<file path="src/rtl/bios_link_master.sv">
// Host-side master for a byte-serial BIOS link: serialises BOOT/RST/NOP/READ/WRITE
// requests into opcode byte sequences, caching the address halves to skip redundant prefixes.
module bios_link_master #(
  parameter int unsigned TIMEOUT_CYCLES = 1024
) (
  input  logic        clk,
  input  logic        rst,
  input  logic        i_req_valid,
  output logic        o_req_ready,
  input  logic [2:0]  i_req_op,
  input  logic [31:0] i_req_addr,
  input  logic [7:0]  i_req_data,
  output logic [7:0]  o_data,
  output logic        o_valid,
  input  logic        i_out_ready,
  input  logic [7:0]  i_data,
  input  logic        i_valid,
  output logic        o_in_ready,
  output logic        o_rsp_valid,
  output logic [7:0]  o_rsp_data,
  output logic        o_rsp_err,
  output logic        o_booted
);

  localparam int TW = $clog2(TIMEOUT_CYCLES + 1);

  typedef enum logic [2:0] {
    OP_NOP   = 3'd0,
    OP_BOOT  = 3'd1,
    OP_RST   = 3'd2,
    OP_READ  = 3'd3,
    OP_WRITE = 3'd4
  } op_e;

  typedef enum logic [1:0] {IDLE, SEND, WAIT_RSP, BOOTED} state_e;

  localparam logic [7:0] BYTE_ADR_LOWER = 8'h05;
  localparam logic [7:0] BYTE_ADR_UPPER = 8'h06;

  state_e      state_q, state_d;
  logic [7:0]  buf_q [8];
  logic [7:0]  build_buf [8];
  logic [3:0]  build_count;
  logic [3:0]  idx_q, count_q;
  logic [2:0]  op_q;
  logic [TW-1:0] timer_q;
  logic        hi_valid_q, lo_valid_q;
  logic [15:0] hi_q, lo_q;
  logic        need_hi, need_lo, is_rw;
  logic        accept, last_beat, got_rsp, timeout;
  logic        rsp_valid_q, rsp_err_q;
  logic [7:0]  rsp_data_q;

  assign is_rw   = (i_req_op == OP_READ) || (i_req_op == OP_WRITE);
  assign need_hi = !hi_valid_q || (hi_q != i_req_addr[31:16]);
  assign need_lo = !lo_valid_q || (lo_q != i_req_addr[15:0]);

  // Command assembly from the live request and the current address cache.
  always_comb begin
    // NOTE: every combinational output gets a default first so no path leaves it unassigned (no latch).
    build_buf   = '{default: 8'h00};
    build_count = 4'd0;
    case (i_req_op)
      OP_NOP, OP_BOOT, OP_RST: begin
        build_buf[0] = {5'b0, i_req_op};
        build_count  = 4'd1;
      end
      OP_READ, OP_WRITE: begin
        if (need_hi) begin
          build_buf[0] = BYTE_ADR_LOWER;
          build_buf[1] = i_req_addr[31:24];
          build_buf[2] = i_req_addr[23:16];
          build_count  = 4'd3;
        end
        if (need_lo) begin
          build_buf[build_count[2:0]]        = BYTE_ADR_UPPER;
          build_buf[build_count[2:0] + 3'd1] = i_req_addr[15:8];
          build_buf[build_count[2:0] + 3'd2] = i_req_addr[7:0];
          build_count = build_count + 4'd3;
        end
        build_buf[build_count[2:0]] = {5'b0, i_req_op};
        build_count = build_count + 4'd1;
        if (i_req_op == OP_WRITE) begin
          build_buf[build_count[2:0]] = i_req_data;
          build_count = build_count + 4'd1;
        end
      end
      default: build_count = 4'd0;
    endcase
  end

  always_comb begin
    state_d     = state_q;
    accept      = 1'b0;
    last_beat   = 1'b0;
    got_rsp     = 1'b0;
    timeout     = 1'b0;
    o_req_ready = (state_q == IDLE);
    o_valid     = (state_q == SEND);
    o_in_ready  = (state_q == WAIT_RSP);
    o_booted    = (state_q == BOOTED);
    o_data      = buf_q[idx_q[2:0]];
    case (state_q)
      IDLE: begin
        if (i_req_valid) begin
          accept = 1'b1;
          if (build_count != 4'd0) state_d = SEND;
        end
      end
      SEND: begin
        if (i_out_ready && (idx_q == count_q - 4'd1)) begin
          last_beat = 1'b1;
          case (op_q)
            OP_READ: state_d = WAIT_RSP;
            OP_BOOT: state_d = BOOTED;
            default: state_d = IDLE;
          endcase
        end
      end
      WAIT_RSP: begin
        if (i_valid) begin
          got_rsp = 1'b1;
          state_d = IDLE;
        end else if (timer_q == TW'(TIMEOUT_CYCLES - 1)) begin
          timeout = 1'b1;
          state_d = IDLE;
        end
      end
      BOOTED: state_d = BOOTED;
      default: state_d = IDLE;
    endcase
  end

  always_ff @(posedge clk) begin
    // NOTE: sequential state uses non-blocking assignments so every flop sees pre-edge values.
    if (rst) state_q <= IDLE;
    else     state_q <= state_d;
  end

  // NOTE: the byte buffer and cached address halves carry no reset; count and valid flags gate their use.
  always_ff @(posedge clk) begin
    if (accept) begin
      buf_q <= build_buf;
      if (is_rw) begin
        hi_q <= i_req_addr[31:16];
        lo_q <= i_req_addr[15:0];
      end
    end
  end

  always_ff @(posedge clk) begin
    rsp_valid_q <= 1'b0;
    rsp_err_q   <= 1'b0;
    rsp_data_q  <= 8'h00;
    if (rst) begin
      hi_valid_q <= 1'b0;
      lo_valid_q <= 1'b0;
      idx_q      <= 4'd0;
      count_q    <= 4'd0;
      timer_q    <= '0;
      op_q       <= 3'd0;
    end else begin
      if (accept) begin
        count_q <= build_count;
        idx_q   <= 4'd0;
        op_q    <= i_req_op;
        if (is_rw) begin
          hi_valid_q <= 1'b1;
          lo_valid_q <= 1'b1;
        end
      end
      if (state_q == SEND && i_out_ready) begin
        idx_q <= last_beat ? 4'd0 : idx_q + 4'd1;
        if (last_beat) timer_q <= '0;
      end
      if (state_q == WAIT_RSP) begin
        timer_q <= timer_q + 1'b1;
        if (got_rsp) begin
          rsp_valid_q <= 1'b1;
          rsp_data_q  <= i_data;
        end else if (timeout) begin
          rsp_valid_q <= 1'b1;
          rsp_err_q   <= 1'b1;
          hi_valid_q  <= 1'b0;
          lo_valid_q  <= 1'b0;
        end
      end
    end
  end

  assign o_rsp_valid = rsp_valid_q;
  assign o_rsp_err   = rsp_err_q;
  assign o_rsp_data  = rsp_data_q;

endmodule

</file>
<file path="config.mk">
export PLATFORM = sky130hd
export DESIGN_NAME = bios_link_master
export DESIGN_NICKNAME = d
export VERILOG_FILES = /design/src/rtl/bios_link_master.sv
export SDC_FILE = /design/constraint.sdc
export NUM_CORES = 1
export LEC_CHECK = 0
export CORE_MARGIN = 2
export CORE_UTILIZATION = 60
export CTS_BUF_LIST = sky130_fd_sc_hd__clkbuf_4
export DETAILED_ROUTE_END_ITERATION = 12
export PLACE_DENSITY = 0.85
export SLEW_MARGIN = 30
export SYNTH_ARGS = -nofsm -noshare
export SYNTH_HDL_FRONTEND = slang
export SYNTH_SLANG_ARGS = --single-unit
</file>
<file path="constraint.sdc">
create_clock -name clk -period 11.2 [get_ports clk]
set_clock_uncertainty 0.05 [all_clocks]
set_input_delay 2.8 -clock clk [delete_from_list [all_inputs] [get_ports clk]]
set_output_delay 2.8 -clock clk [all_outputs]
set_load 0.01 [all_outputs]
</file>
==> Word-level counts from Yosys, hierarchy flattened <==
Cells that the tools add are included.
{ "word_totals": {"ff_bits": 132, "latchBits": 0, "mem_bits_rw": 0, "rom_bits": 0, "in_bits": 56, "output_inout_bits": 22, "wordCells": 156, "n_memories": 0} }
{ "op_classes": {"n_addsub": 8, "multipliers": 0, "div": 0, "n_lt_le_gt_ge": 11, "eq_ne": 17, "shift": 0, "n_mux": 63, "bitwise_logic": 11, "reduce_logical": 26} }
{ "ops": {"columns": ["cell", "count"], "rows": [
  ["$bwmux W64", 4],
  ["$mux W64", 3],
  ["$demux W8 S3", 5],
  ["$mux W8", 7],
  ["$and A48 B48 Y48", 1],
  ["$not A48 Y48", 1],
  ["$mux W11", 3],
  ["$ne A16 B16 Y1", 2],
  ["$mux W4", 7],
  ["$bmux W8 S3", 1],
  ["$ge A4 B4 Y1 const B", 6],
  ["$mux W24", 1],
  ["$not A3 Y4", 6],
  ["$mux W1", 21],
  ["$lt A4 B1 Y1 const B", 5],
  ["$mux W19", 1],
  ["$or A16 B16 Y16", 1],
  ["$pmux W8 S2", 1],
  ["$add A4 B1 Y4 const B", 3],
  ["$mux W2", 6],
  ["$add A11 B1 Y11 const B", 1],
  ["$eq A11 B10 Y1 const B", 1],
  ["$eq A3 B2 Y1 const B", 3],
  ["$reduce_or A3 Y1", 3],
  ["other kinds (26)", 43]
]} }

==> Longest topological paths before layout <==
Gate-level depths: netlist of run 1.
{ "logic_depth": {"ltp_word": 19, "mapped_depth": 14, "depth_no_buf": 11} }

==> Worst setup path after synthesis of run 1 <==
No wires, ideal clock.
{ "synth_timing": {"kind": "input to register", "start": "input port i_req_addr[18]", "end": "register buf_q[33] (netlist name) (data pin)", "setup_time_ns": 0.266, "t_arrival_ns": 5.359, "required_ns": 10.884, "slack_ns": 5.525, "cell_stages": 14, "n_path_buf": 3, "path_cell_list": "xor2_1 -> nor4_1 -> nand3_1 -> or2_2 -> clkbuf_1 -> clkbuf_1 -> inv_1 -> ha_1 -> clkbuf_1 -> inv_1 -> nor3_1 -> a21oi_1 -> a21oi_1 -> nor2_1"} }
{ "synth_via": {"elab_chain_cells": 17, "word_cells_on_any_way": 48, "cone_classes": "4 x add/sub; 10 x order compare; 1 x eq/ne; 21 x mux; 6 x bitwise; 6 x reduce/logical"} }
{ "synth_lines": {"columns": ["item", "line_no", "source"], "rows": [
  ["start: declaration", "11", "input logic [31:0] i_req_addr,"],
  ["$ne A16 B16 Y1 (*)", "55", "assign need_hi = !hi_valid_q || (hi_q != i_req_addr[31:16]);"],
  ["$logic_or A1 B1 Y1 (*)", "55", null],
  ["$mux W2 (*)", "69", "if (need_hi) begin"],
  ["$mux W4 (*)", "63", "case (i_req_op)"],
  ["parallel branches: the longest is 12 deep, another holds $add A4 B2 Y4", null, null],
  ["$mux W64 (*)", "83", "if (i_req_op == OP_WRITE) begin"],
  ["end signal: assignment", "143", "buf_q <= build_buf;"],
  ["end: declaration", "41", "logic [7:0] buf_q [8];"]
]} }
Mark *: on every way between the ends. The select of a mux whose other input is x is not followed.
A chain may end at the register's enable or synchronous reset.

==> Worst setup path after layout of run 1 <==
{ "layout_timing": {"start": "input port i_req_addr[23]", "end": "register buf_q[28] (netlist name) (data pin)"} }
{ "layout_via": {"elab_chain_cells": 18, "word_cells_on_any_way": 49, "cone_classes": "4 x add/sub; 10 x order compare; 1 x eq/ne; 21 x mux; 7 x bitwise; 6 x reduce/logical"} }
{ "layout_lines": {"columns": ["item", "line_no"], "rows": [
  ["$ne A16 B16 Y1 (*)", "55"],
  ["$logic_or A1 B1 Y1 (*)", "55"],
  ["$mux W2 (*)", "69"],
  ["$mux W4 (*)", "63"],
  ["parallel branches: the longest is 13 deep, another holds $add A4 B2 Y4", null],
  ["$mux W64 (*)", "83"]
]} }
Marks and branches as above.

==> summary by stage, run 1 <==
Timing
For the finished layout, the period the worst path requires is 6.65 ns. The transition at the pin with the smallest max-transition slack is 0.774 ns. The peak clock frequency supported by timing is 0.150 GHz.

Setup violations remaining at the end of the flow were counted as 0. The count of pins over their slew limit is 0. Setup repair after global routing left no endpoint under its margin. The final sum of negative setup slack is 0 ns. The remaining max-slew budget at the tightest pin is 0.483. The final-report hold violation count is 0. In the finished design, the share of the clock period the worst path needs comes to 0.594.

Die
The count of standard-cell rows is 37. The die covers 11600 um2. The effective utilization at floorplan is 0.622. The die is 108 um wide. The count of pins on the block boundary is 78. The die is 108 um tall. The total core area is 10400 um2.

Synthesis
The synthesized design contains 96 enable-type register cells. After synthesis, the most frequently instantiated cells are sky130_fd_sc_hd__edfxtp_1 (96), sky130_fd_sc_hd__nand2_1 (50), sky130_fd_sc_hd__a21oi_1 (44), sky130_fd_sc_hd__dfxtp_1 (36), sky130_fd_sc_hd__nor2_1 (34). Yosys attributes the largest share of cell area to sky130_fd_sc_hd__edfxtp_1 (45%), sky130_fd_sc_hd__dfxtp_1 (11%), sky130_fd_sc_hd__mux4_2 (5.6%). The share of Yosys cell area claimed by the top area cell type is 0.447.

The number of warnings issued by yosys is 0. The number of nets in the synthesized netlist is 622. The cell with the most instances after synthesis is sky130_fd_sc_hd__edfxtp_1. The post-synthesis sequential element count is 132. The synthesized netlist occupies a cell area of 6450 um2. The commonest register cell after synthesis is sky130_fd_sc_hd__edfxtp_1. The sequential-to-total area share from yosys stat is 0.559. The number of distinct standard cells referenced by the synthesized netlist is 56.

sky130_fd_sc_hd__edfxtp_1 takes more of the synthesized area than any other cell. The fraction of registers with async set or reset after synthesis is 0. The synthesized area per cell is 11.6 um2. The synthesized instance count is 558.

Worst setup path
The critical path goes through clkdlybuf4s50_1 -> xor2_1 -> nor4_1 -> nand3_1 -> or2_2 -> ha_1 -> nor4bb_2 -> buf_4 -> nor2_1 -> and4_1 -> a22o_1. Counting both buffers and inverters, the worst setup path holds a total of 2. STA puts the critical path data required time at 11.45 ns. The critical path in this run is classified as in2reg.

For this run, the slowest stage of the critical path takes 0.84 ns. The gate family responsible for the most delay along the worst path is simple AND/OR/NAND/NOR gates. Of all nets on the critical path, the largest fanout is 25. The slowest library cell on the worst path is sky130_fd_sc_hd__ha_1. Data on the critical path arrives at its endpoint at 6.90 ns. STA classifies the critical path endpoint as a flop. The kind of start point of the critical path is an input pin.

Job
The number of max-cap violations is 0.

Clocking
In this run, post-CTS repair resized a total of 0 instances. The clock tree from TritonCTS is yes. The number of buffers inserted by post-CTS setup repair is 0.

CTS built an H-tree with a depth of 4. Counting along the longest clock path gives a buffer depth of 2. The cell at the root of the clock tree is sky130_fd_sc_hd__clkbuf_4. The total of hold buffers inserted after clock tree synthesis is 0. The clock latency on the worst-skew pair is 0.53 ns. The number of clock buffers added by TritonCTS is 17. The number of sinks handled by clock tree synthesis is 132. The clock-pin transition on the worst setup and hold timing paths is 0.11 ns.

Routing
Detailed routing inserted a total of 4840 vias. The number of routed nets with antenna violations is 0. The total detailed-routing wirelength is 15100 um. The count of unresolved DRC violations after routing is 0. The wire length per cell is 19.4 um. The first detailed-routing pass took 6 iterations. For this block, the initial DRC count from the detailed router was 732.

The via density per instance is 6.23.

Place
The placed wire-length estimate after detailed placement is 10800 um. Input and output buffers added on the ports amount to 77. The instance area at placement is 7320 um2. Routability-driven placement finished with a final weighted congestion of 0.919.

GRT
The total overflow left after global routing is 0. The via count of the first global-routing pass is 4562. Entering global routing, the biggest net connects 62 pins. The number of antenna violations at the first check in global routing was 0.

The wire length of the first global-routing pass is 23900 um. In the global route stage, overall resource usage came out at 0.274.

Layout
Registers take 3600 um2. The number of antenna diodes in the final layout is 0. The post-layout instance area is 7590 um2. The number of filler cells placed in the layout is 738. The net total in the final layout is 693.

The area added between synthesis and finish is 17.6%. The multi-input combinational cells in the finished layout cover a total of 2710 um2. The fraction of layout cells with a size suffix above 1 is 0.115.

Power and ir drop
The leakage power figure is 2.62 nW. Power spread over the standard cell area amounts to 126 nW/um2. The peak supply drop is 0.000103 V.

Outcome
The flow ran to the end, and the final reports show no timing, DRC or antenna violations.

Min path
The tightest min-delay check is of the reg2reg type.
through the flow:
| stage | power, mW | hold slack, ns | worst slack [ns] | cells | utilization |
|---|---|---|---|---|---|
| 2_1_floorplan | 0.622 | 0.387 | 5.53 | 558 | - |
| 4_1_cts | 0.961 | 0.423 | 4.74 | 777 | 0.730 |
| 3_3_place_gp | 0.669 | 0.397 | 4.38 | 746 | 0.706 |
| 6_report | 0.957 | 0.425 | 4.55 | 777 | 0.732 |
| 3_5_place_dp | 0.673 | 0.408 | 4.14 | 746 | 0.706 |
| 5_1_grt | 0.992 | 0.457 | 4.46 | 777 | 0.732 |
metal layers:
metal  routed length, um  vias up  global-route usage  part of all wire
li1                    -     2249                   -                 -
met3                1450       32              0.0696             0.096
met5                   0        -                   0                 0
met2                7120      266               0.419              0.47
met1                6190     2293               0.389              0.41
met4                 300        0              0.0833             0.020
report_power, final:
| group | switching [mW] | leakage [nW] | total, mW | internal (mW) |
|---|---|---|---|---|
| clock network | 0.158 | 0.142 | 0.294 | 0.136 |
| registers | 0.00736 | 1.23 | 0.555 | 0.547 |
| logic | 0.0568 | 1.25 | 0.109 | 0.0518 |
placed cells by master (no fill, tap or decap), types with 4 or more instances in the layout:
| cell type | count |
|---|---|
| sky130_fd_sc_hd__edfxtp_1 | 96 |
| sky130_fd_sc_hd__or2_2 | 6 |
| sky130_fd_sc_hd__xnor2_1 | 13 |
| sky130_fd_sc_hd__mux4_2 | 16 |
| sky130_fd_sc_hd__clkinv_1 | 6 |
| sky130_fd_sc_hd__xor2_1 | 26 |
| sky130_fd_sc_hd__dfxtp_1 | 35 |
| sky130_fd_sc_hd__nor2_1 | 33 |
| sky130_fd_sc_hd__and3_1 | 17 |
| sky130_fd_sc_hd__nor3_1 | 11 |
| sky130_fd_sc_hd__nand4_1 | 5 |
| sky130_fd_sc_hd__nor4_1 | 4 |
| sky130_fd_sc_hd__a21oi_1 | 44 |
| sky130_fd_sc_hd__a22o_1 | 5 |
| sky130_fd_sc_hd__and2_1 | 21 |
| sky130_fd_sc_hd__inv_1 | 7 |
| sky130_fd_sc_hd__buf_4 | 6 |
| sky130_fd_sc_hd__clkdlybuf4s50_1 | 77 |
| sky130_fd_sc_hd__nor3b_1 | 4 |
| sky130_fd_sc_hd__a311oi_1 | 5 |
| sky130_fd_sc_hd__o21ai_0 | 21 |
| sky130_fd_sc_hd__a22oi_1 | 13 |
| sky130_fd_sc_hd__clkbuf_4 | 21 |
| sky130_fd_sc_hd__mux2_2 | 9 |
| sky130_fd_sc_hd__nand2_1 | 50 |
| sky130_fd_sc_hd__a31oi_1 | 6 |
| sky130_fd_sc_hd__nand3_1 | 19 |
| sky130_fd_sc_hd__nand2b_1 | 6 |
| sky130_fd_sc_hd__ha_1 | 8 |
flip-flops by register name (all words and copies together) (netlist names):
register     cells
hi_q            16
count_q          4
op_q             3
lo_valid_q       1
lo_q            16
hi_valid_q       1
o_rsp_valid      1
buf_q           64
timer_q         11
idx_q            4
state_q          2
o_rsp_data       8
o_rsp_err        1
cells by family (layout without fill, tap and decap cells):
family	after synthesis	count (layout)	synth area share
multiplexers	25	25	0.0716
AND/OR/NAND/NOR	192	192	0.154
XOR/XNOR	39	39	0.0529
flip-flops	132	132	0.559
buffers and inverters	40	123	0.0252
AO/OA/AOI/OAI	122	122	0.122
adder cells (fa/ha/maj)	8	8	0.0155
final cells by class:
cell class / count / share of cell area
well taps: 136 / 0.0224
inverters: 9 / 0.00445
clock inverters: 10 / 0.0122
repair buffers: 83 / 0.108
clock buffers: 21 / 0.0208
flip-flops and latches: 132 / 0.475
multi-input cells: 386 / 0.358
path summary, 6_finish.rpt:
path                                     start   endpoint  slack [ns]  cells after the start
worst max-delay path            i_req_addr[23]  buf_q[28]        4.55                     11
worst min-delay path                   op_q[1]    op_q[1]        0.43                      2
worst max register to register        hi_q[14]  buf_q[28]        6.95                     10
worst min register to register         op_q[1]    op_q[1]        0.43                      2
worst reg2reg max path: cells and delay by family, from the launching register on:
kind | cells | cell delay (ns)
AOI/OAI and AO/OA | 1 | 0.20
xor gates and xnor gates | 1 | 0.17
adders and majority gates | 1 | 0.84
buffers and inverters | 1 | 0.31
DFF | 1 | 0.39
and+or+nand+nor | 6 | 2.09
(Power assumes the default switching activity.)
==> run 2: changes to the inputs <==
Settings changed: CORE_UTILIZATION 60 to 52, PLACE_DENSITY 0.85 to 0.78.
Clock period 11.2 ns to 5.5 ns, I/O delays scaled along.
==> run 2 against run 1 <==
  * Global-route usage down 3.3 points
  * Clock-buffer cell count decreased by 1
  * Die area is 15% higher
  * Cell count is 5.1% higher
  * Highest routed layer unchanged
==> summary by stage, run 2 (synthesis gave the netlist of run 1 again) <==
Outcome
The run finished with clean final reports.

Timing
Measured against its own limit, the worst slew margin works out to 0.357. The total setup violations reported at the end of the flow is 0. After layout, the minimum clock period comes to 4.45 ns. The final worst slack is 1.05 ns. The count of pins over their slew limit is 0. Setup repair after global routing left no endpoint under its margin. In the final timing run, aggregate negative setup slack is 0 ns. The share of the clock period used by the worst path is 0.808. The final-report hold violation count came to 0.

The peak clock frequency supported by timing is 0.225 GHz. The transition at the pin with the smallest max-transition slack is 0.963 ns.

GRT
The wire length of the first global-routing pass is 24100 um. The largest net degree at the start of global routing is 45. The via count of the first global-routing pass is 4561. Across every metal layer, demand over resource in global routing totals 0.241. The number of antenna violations at the first check in global routing is 0. The overflow left after global routing is 0.

Power and ir drop
The analysis attributes to cell leakage a power of 2.68 nW. In this run the power density over the cells is 264 nW/um2. The worst-case IR drop observed on VDD is 0.000256 V.

Routing
Summing over every cut layer, the via total after detailed routing is 4883. The total detailed-routing wirelength is 15400 um. In the routed design, unresolved DRC markers number 0. In this run, the number of DRC markers left after iteration 0 of detailed routing was 824. In the final routed layout, each cell accounts on average for 18.8 um. Before antenna repair, the detailed router went through 6 iterations. Dividing the detail-routed via count by the number of cells gives 5.98.

The number of routed nets with antenna violations is 0.

Worst setup path
The worst reg-to-reg path cell count is 10. For this design, the slowest cell found on the critical path is sky130_fd_sc_hd__or2_2. STA classifies the critical path startpoint as an input pin. The signal on the critical path passes through clkdlybuf4s50_1 -> xor2_1 -> nor4_1 -> nand3_1 -> or2_2 -> ha_1 -> buf_4 -> nand2_1 -> or3_1 -> o21ai_0 -> a22oi_1. At the worst endpoint, the required time is 5.75 ns. The critical path contains buffers and inverters numbering 2 combined.

The critical setup path kind is in2reg. The largest stage delay on the critical path is 0.52 ns. STA classifies the critical path endpoint as a flop. The data arrival time of the critical path is 4.70 ns. On the critical path the largest part of the delay comes from simple AND/OR/NAND/NOR gates. In this run the number of cells on the critical path is 11. The worst-path maximum fanout is 25.

Layout
The area added between synthesis and finish is 19.3%. The net count of the finished layout is 700. The library cell used most frequently in the layout, excluding fill and tap cells, is sky130_fd_sc_hd__edfxtp_1. The number of filler cells placed in the layout is 943. The number of flip-flops under the largest register name is 64. The fraction of layout cells with a size suffix above 1 is 0.133. The top cell types in the final layout, fill and taps aside, are sky130_fd_sc_hd__edfxtp_1 (96), sky130_fd_sc_hd__clkdlybuf4s50_1 (76), sky130_fd_sc_hd__nand2_1 (50), sky130_fd_sc_hd__a21oi_1 (44), sky130_fd_sc_hd__dfxtp_1 (36). The largest registers in the layout are buf_q: 64 flops, hi_q: 16 flops, lo_q: 16 flops. The largest register by flop count is buf_q. 0 antenna diodes ended up in the layout.

Clocking
The cell sitting at the root of the clock tree is a sky130_fd_sc_hd__clkbuf_4. Buffers inserted to repair hold after CTS numbered 0. The clock tree from TritonCTS is yes.

Buffers inserted during clock tree synthesis total 17. Buffers added to address setup during post-CTS repair amount to 0. The clock reaches the later pin of the worst-skew pair after 0.56 ns. The tree built by TritonCTS fans out to 132 sinks. The number of instances resized during post-cts repair is 0. The number of buffers between clock root and the deepest sink is 2. In this run the number of H-tree levels came out at 4.

The clock-pin transition on the worst setup and hold timing paths is 0.11 ns.

Place
At the end of routability-driven placement, the weighted congestion stood at 0.947. Once detailed placement completed, the half-perimeter wirelength came to 11000 um. Buffers placed on the I/O ports in this run total 77. The pre-CTS worst setup slack is 0.567 ns.

Die
The die width is 115 um. The count of standard-cell rows is 40. The floorplan step set the die height to 115 um. The initial utilization of the core area, before any placement, comes to 0.535.

Pin placement for this block handled 78 I/O pins. The die covers 13300 um2. The core region is 12100 um2.

Min path
The type of the tightest min-delay check is reg2reg. The worst hold path was traced through 2 stages.

Job
The number of max-cap violations is 0.
-- run 2: layout make-up --
class,count,area [um2],share of cell area
multi-input combinational,386,2700,0.351
clock buffer,20,150,0.0195
sequential,132,3600,0.468
tap,168,210,0.0273
inverter,9,33.8,0.00439
clock inverter,12,134,0.0174
timing repair buffer,90,863,0.112
-- run 2: power by group --
group          total, mW  switching [mW]  leakage (nW)  internal [mW]
sequential          1.13          0.0169          1.23           1.12
clock              0.678           0.353         0.170          0.324
combinational      0.221           0.115          1.28          0.106
-- run 2: per-stage QoR --
| step | area, um2 | std cells | total power, mW | hold WS (ns) | util |
|---|---|---|---|---|---|
| 4_1_cts | 7690 | 817 | 2.04 | 0.429 | 0.638 |
| 3_3_place_gp | 7410 | 785 | 1.37 | 0.395 | 0.614 |
| 5_1_grt | 7700 | 817 | 2.10 | 0.458 | 0.638 |
| 6_report | 7700 | 817 | 2.03 | 0.425 | 0.638 |
| 3_5_place_dp | 7410 | 785 | 1.37 | 0.414 | 0.614 |
| 2_1_floorplan | 6450 | 558 | 1.27 | 0.387 | - |
-- run 2: worst paths after layout --
check / start / end / slack, ns
setup / recovery: i_req_addr[23] / buf_q[40] / 1.05
setup reg to reg: hi_q[7] / buf_q[40] / 1.97
hold reg to reg: op_q[1] / op_q[1] / 0.43
hold / removal: op_q[1] / op_q[1] / 0.43
-- run 2: tightest hold or removal path: cells and delay by family (launching register included) --
family,cells,cell delay (ns)
flops,1,0.33
simple gates,1,0.06
compound gates,1,0.05
-- run 2: routing by layer --
metal	track usage	part of all wire	up-vias
met4	0.0851	0.019	0
met3	0.0564	0.085	34
met5	0	0	-
met1	0.350	0.43	2329
met2	0.357	0.47	267
li1	-	-	2253
==> run 3: changes to the inputs <==
Clock period 5.5 ns to 3.9 ns, I/O delays scaled along.
==> run 3 against run 2 <==
  * First-iteration DRC count is 25% lower
  * Routed wire length is 7.9% higher
  * Die area stayed put
  * Via count is 5.5% higher
  * Worst setup slack worse by 0.83 ns
  * Non-clock buffer count is 67 higher
  * Critical path depth is 2 higher
  * Sequential power is 42% higher
  * Flip-flop and latch count stayed put
  * Critical endpoint is now state_q[0]
  * Largest cell class unchanged
==> summary by stage, run 3 (synthesis gave the netlist of run 1 again) <==
Layout
In the final layout, the registers with the most flip-flops are buf_q: 64 flops, hi_q: 16 flops, lo_q: 16 flops. The largest register by flop count is buf_q. The most common cell after layout, fill and taps aside is sky130_fd_sc_hd__edfxtp_1.

The area added between synthesis and finish is 28.5%. Fill cells in the final layout number 910. The final layout contains 767 nets. The number of flip-flops under the largest register name is 64.

Leaving out fill and tap cells, the most frequent cells in the layout are sky130_fd_sc_hd__edfxtp_1 (96), sky130_fd_sc_hd__clkdlybuf4s50_1 (77), sky130_fd_sc_hd__buf_4 (77), sky130_fd_sc_hd__nand2_1 (50), sky130_fd_sc_hd__a21oi_1 (44). The fraction of layout cells with a size suffix above 1 is 0.212. The finished layout holds 884 standard cells, fillers aside. The antenna diode instance count is 0.

GRT
The total global-route track usage is 0.266. The number of antenna violations at the first check in global routing came to 0. The wire length of the first global-routing pass is 26400 um. The overflow left after global routing is 0. The via count of the first global-routing pass came to 5001. The largest net degree at the start of global routing is 70.

Worst setup path
The worst-path maximum fanout is 6. The data required time at the worst endpoint is 4.31 ns. The kind of start point of the critical path is an input pin. The critical path endpoint category is a flop. The critical setup path kind is in2reg. The data arrival time of the critical path is 4.08 ns.

Clocking
TritonCTS built the clock tree. The clock net in this run drives a total of 132 sinks. Post-CTS timing repair inserted 0 buffers for setup. The cell sitting at the root of the clock tree is a sky130_fd_sc_hd__clkbuf_4. Counting the buffers created by CTS gives 17.

The clock latency on the worst-skew pair is 0.57 ns. The number of buffers between clock root and the deepest sink is 2. The total number of H-tree levels is 4. The clock-pin transition on the worst setup and hold timing paths is 0.12 ns. Once the clock tree was built, the resizer swapped 0 gates to a different size. Buffers inserted to repair hold after CTS numbered 0.

Timing
The total setup violations reported at the end of the flow is 0. The remaining max-slew budget at the tightest pin is 0.537. The transition at the pin with the smallest max-transition slack is 0.692 ns. Setup repair after global routing left no endpoint under its margin. The peak clock frequency supported by timing is 0.272 GHz. The share of the clock period used by the worst path is 0.942. The count of pins over their slew limit is 0. The final-report hold violation count is 0.

Counting I/O delays and the setup requirement, the final critical path takes 3.67 ns.

Job
The number of max-cap violations is 0.

Routing
The total detailed-routing wirelength is 16600 um. Detailed routing placed a total of 1470 um of wire on met3. The wire length per cell is 18.8 um.

After detailed routing, the met2 layer carries 7820 um of wire. The number of DRC markers in iteration 0 is 620. The pre-antenna-repair detailed-routing pass consisted of 6 iterations. The total number of vias is 5151.

The number of routed nets with antenna violations is 0. In the routed layout, each cell is associated on average with a via count of 5.83. For this block, wires on met1 add up to 6960 um.

The count of unresolved DRC violations after routing is 0. The uppermost layer routed is met4.

Power and ir drop
The analysis attributes to cell leakage a power of 3.02 nW. The power density over the cells is 365 nW/um2. Across the VDD grid, the largest voltage drop is 0.000278 V.

Overall power consumption after layout is estimated at 3.03 mW.

Die
The die covers 13300 um2. The count of standard-cell rows is 40. The die width is 115 um. In this run the vertical extent of the chip is 115 um. The total core area is 12100 um2. 78 I/O pins were placed.

For this configuration, the core starts out at a cell density of 0.535.

Min path
The path class of the tightest hold or removal check is reg2reg.

Outcome
The run finished with clean final reports.

Place
Counting tap cells, the placed design contains a total of 852 instances. The placed wire-length estimate after detailed placement is 12300 um. At the end of routability-driven placement, the weighted congestion stood at 0.930. The number of buffers inserted by port buffering is 77.
==> run 3: cell count changes in the layout (fill, tap and decap cells not counted) <==
| cell | previous run | this run |
|---|---|---|
| sky130_fd_sc_hd__bufinv_16 | 3 | 5 |
| sky130_fd_sc_hd__buf_2 | 1 | 0 |
| sky130_fd_sc_hd__inv_4 | 3 | 0 |
| sky130_fd_sc_hd__buf_4 | 13 | 77 |
| sky130_fd_sc_hd__a211oi_2 | 0 | 1 |
| sky130_fd_sc_hd__clkinv_4 | 0 | 1 |
| sky130_fd_sc_hd__buf_12 | 0 | 3 |
| sky130_fd_sc_hd__inv_2 | 5 | 2 |
| sky130_fd_sc_hd__a211oi_4 | 1 | 0 |
| sky130_fd_sc_hd__clkdlybuf4s50_1 | 76 | 77 |
| sky130_fd_sc_hd__clkinvlp_4 | 0 | 4 |
| sky130_fd_sc_hd__clkbuf_4 | 20 | 17 |
| sky130_fd_sc_hd__clkinv_2 | 2 | 4 |
==> run 3: worst max-delay path: stages <==
cell	delay, ns
sky130_fd_sc_hd__clkdlybuf4s50_1	0.48
sky130_fd_sc_hd__xor2_1	0.18
sky130_fd_sc_hd__nor4_2	0.29
sky130_fd_sc_hd__nand2_1	0.08
sky130_fd_sc_hd__or4_1	0.55
sky130_fd_sc_hd__ha_1	0.36
sky130_fd_sc_hd__buf_4	0.16
sky130_fd_sc_hd__a21o_1	0.12
sky130_fd_sc_hd__a22oi_1	0.12
sky130_fd_sc_hd__a221oi_1	0.28
sky130_fd_sc_hd__o2111ai_1	0.23
sky130_fd_sc_hd__a31oi_1	0.21
sky130_fd_sc_hd__nor3_1	0.06
==> run 3: final timing paths <==
check | startpoint | to | slack (ns) | depth (start not counted)
hold reg to reg | op_q[1] | op_q[1] | 0.43 | 2
hold / removal | op_q[1] | op_q[1] | 0.43 | 2
setup reg to reg | lo_q[13] | state_q[0] | 0.68 | 12
setup / recovery | i_req_addr[3] | state_q[0] | 0.23 | 13
==> run 3: area by class of cell <==
| cell class | instances | area (um2) | area share |
|---|---|---|---|
| Sequential cell | 132 | 3600 | 0.435 |
| Multi-Input combinational cell | 386 | 2690 | 0.325 |
| Timing Repair Buffer | 157 | 1410 | 0.170 |
| Clock inverter | 15 | 213 | 0.0257 |
| Tap cell | 168 | 210 | 0.0254 |
| Clock buffer | 17 | 128 | 0.0154 |
| Inverter | 9 | 33.8 | 0.00407 |
==> run 3: metrics by stage <==
step / worst slack [ns] / hold WS [ns] / TNS (ns) / area (um2) / util
after floorplan: 0.0504 / 0.387 / 0 / 6450 / -
after global placement: -0.279 / 0.395 / -7.29 / 7950 / 0.659
after detailed placement: -0.333 / 0.405 / -9.17 / 7950 / 0.659
after CTS: 0.236 / 0.421 / 0 / 8290 / 0.687
after global routing: 0.0465 / 0.434 / 0 / 8290 / 0.687
final: 0.228 / 0.429 / 0 / 8290 / 0.687
==> run 3: power breakdown <==
part / switching, mW / leakage [nW] / internal (mW)
clock: 0.517 / 0.171 / 0.565
combinational: 0.173 / 1.62 / 0.176
sequential: 0.0248 / 1.23 / 1.57
total: 0.715 / 3.02 / 2.31
==> run 3: layer usage <==
metal,global-route usage,vias up
met4,0.102,0
met1,0.373,2449
li1,-,2401
met3,0.0680,35
met2,0.401,266
met5,0,-
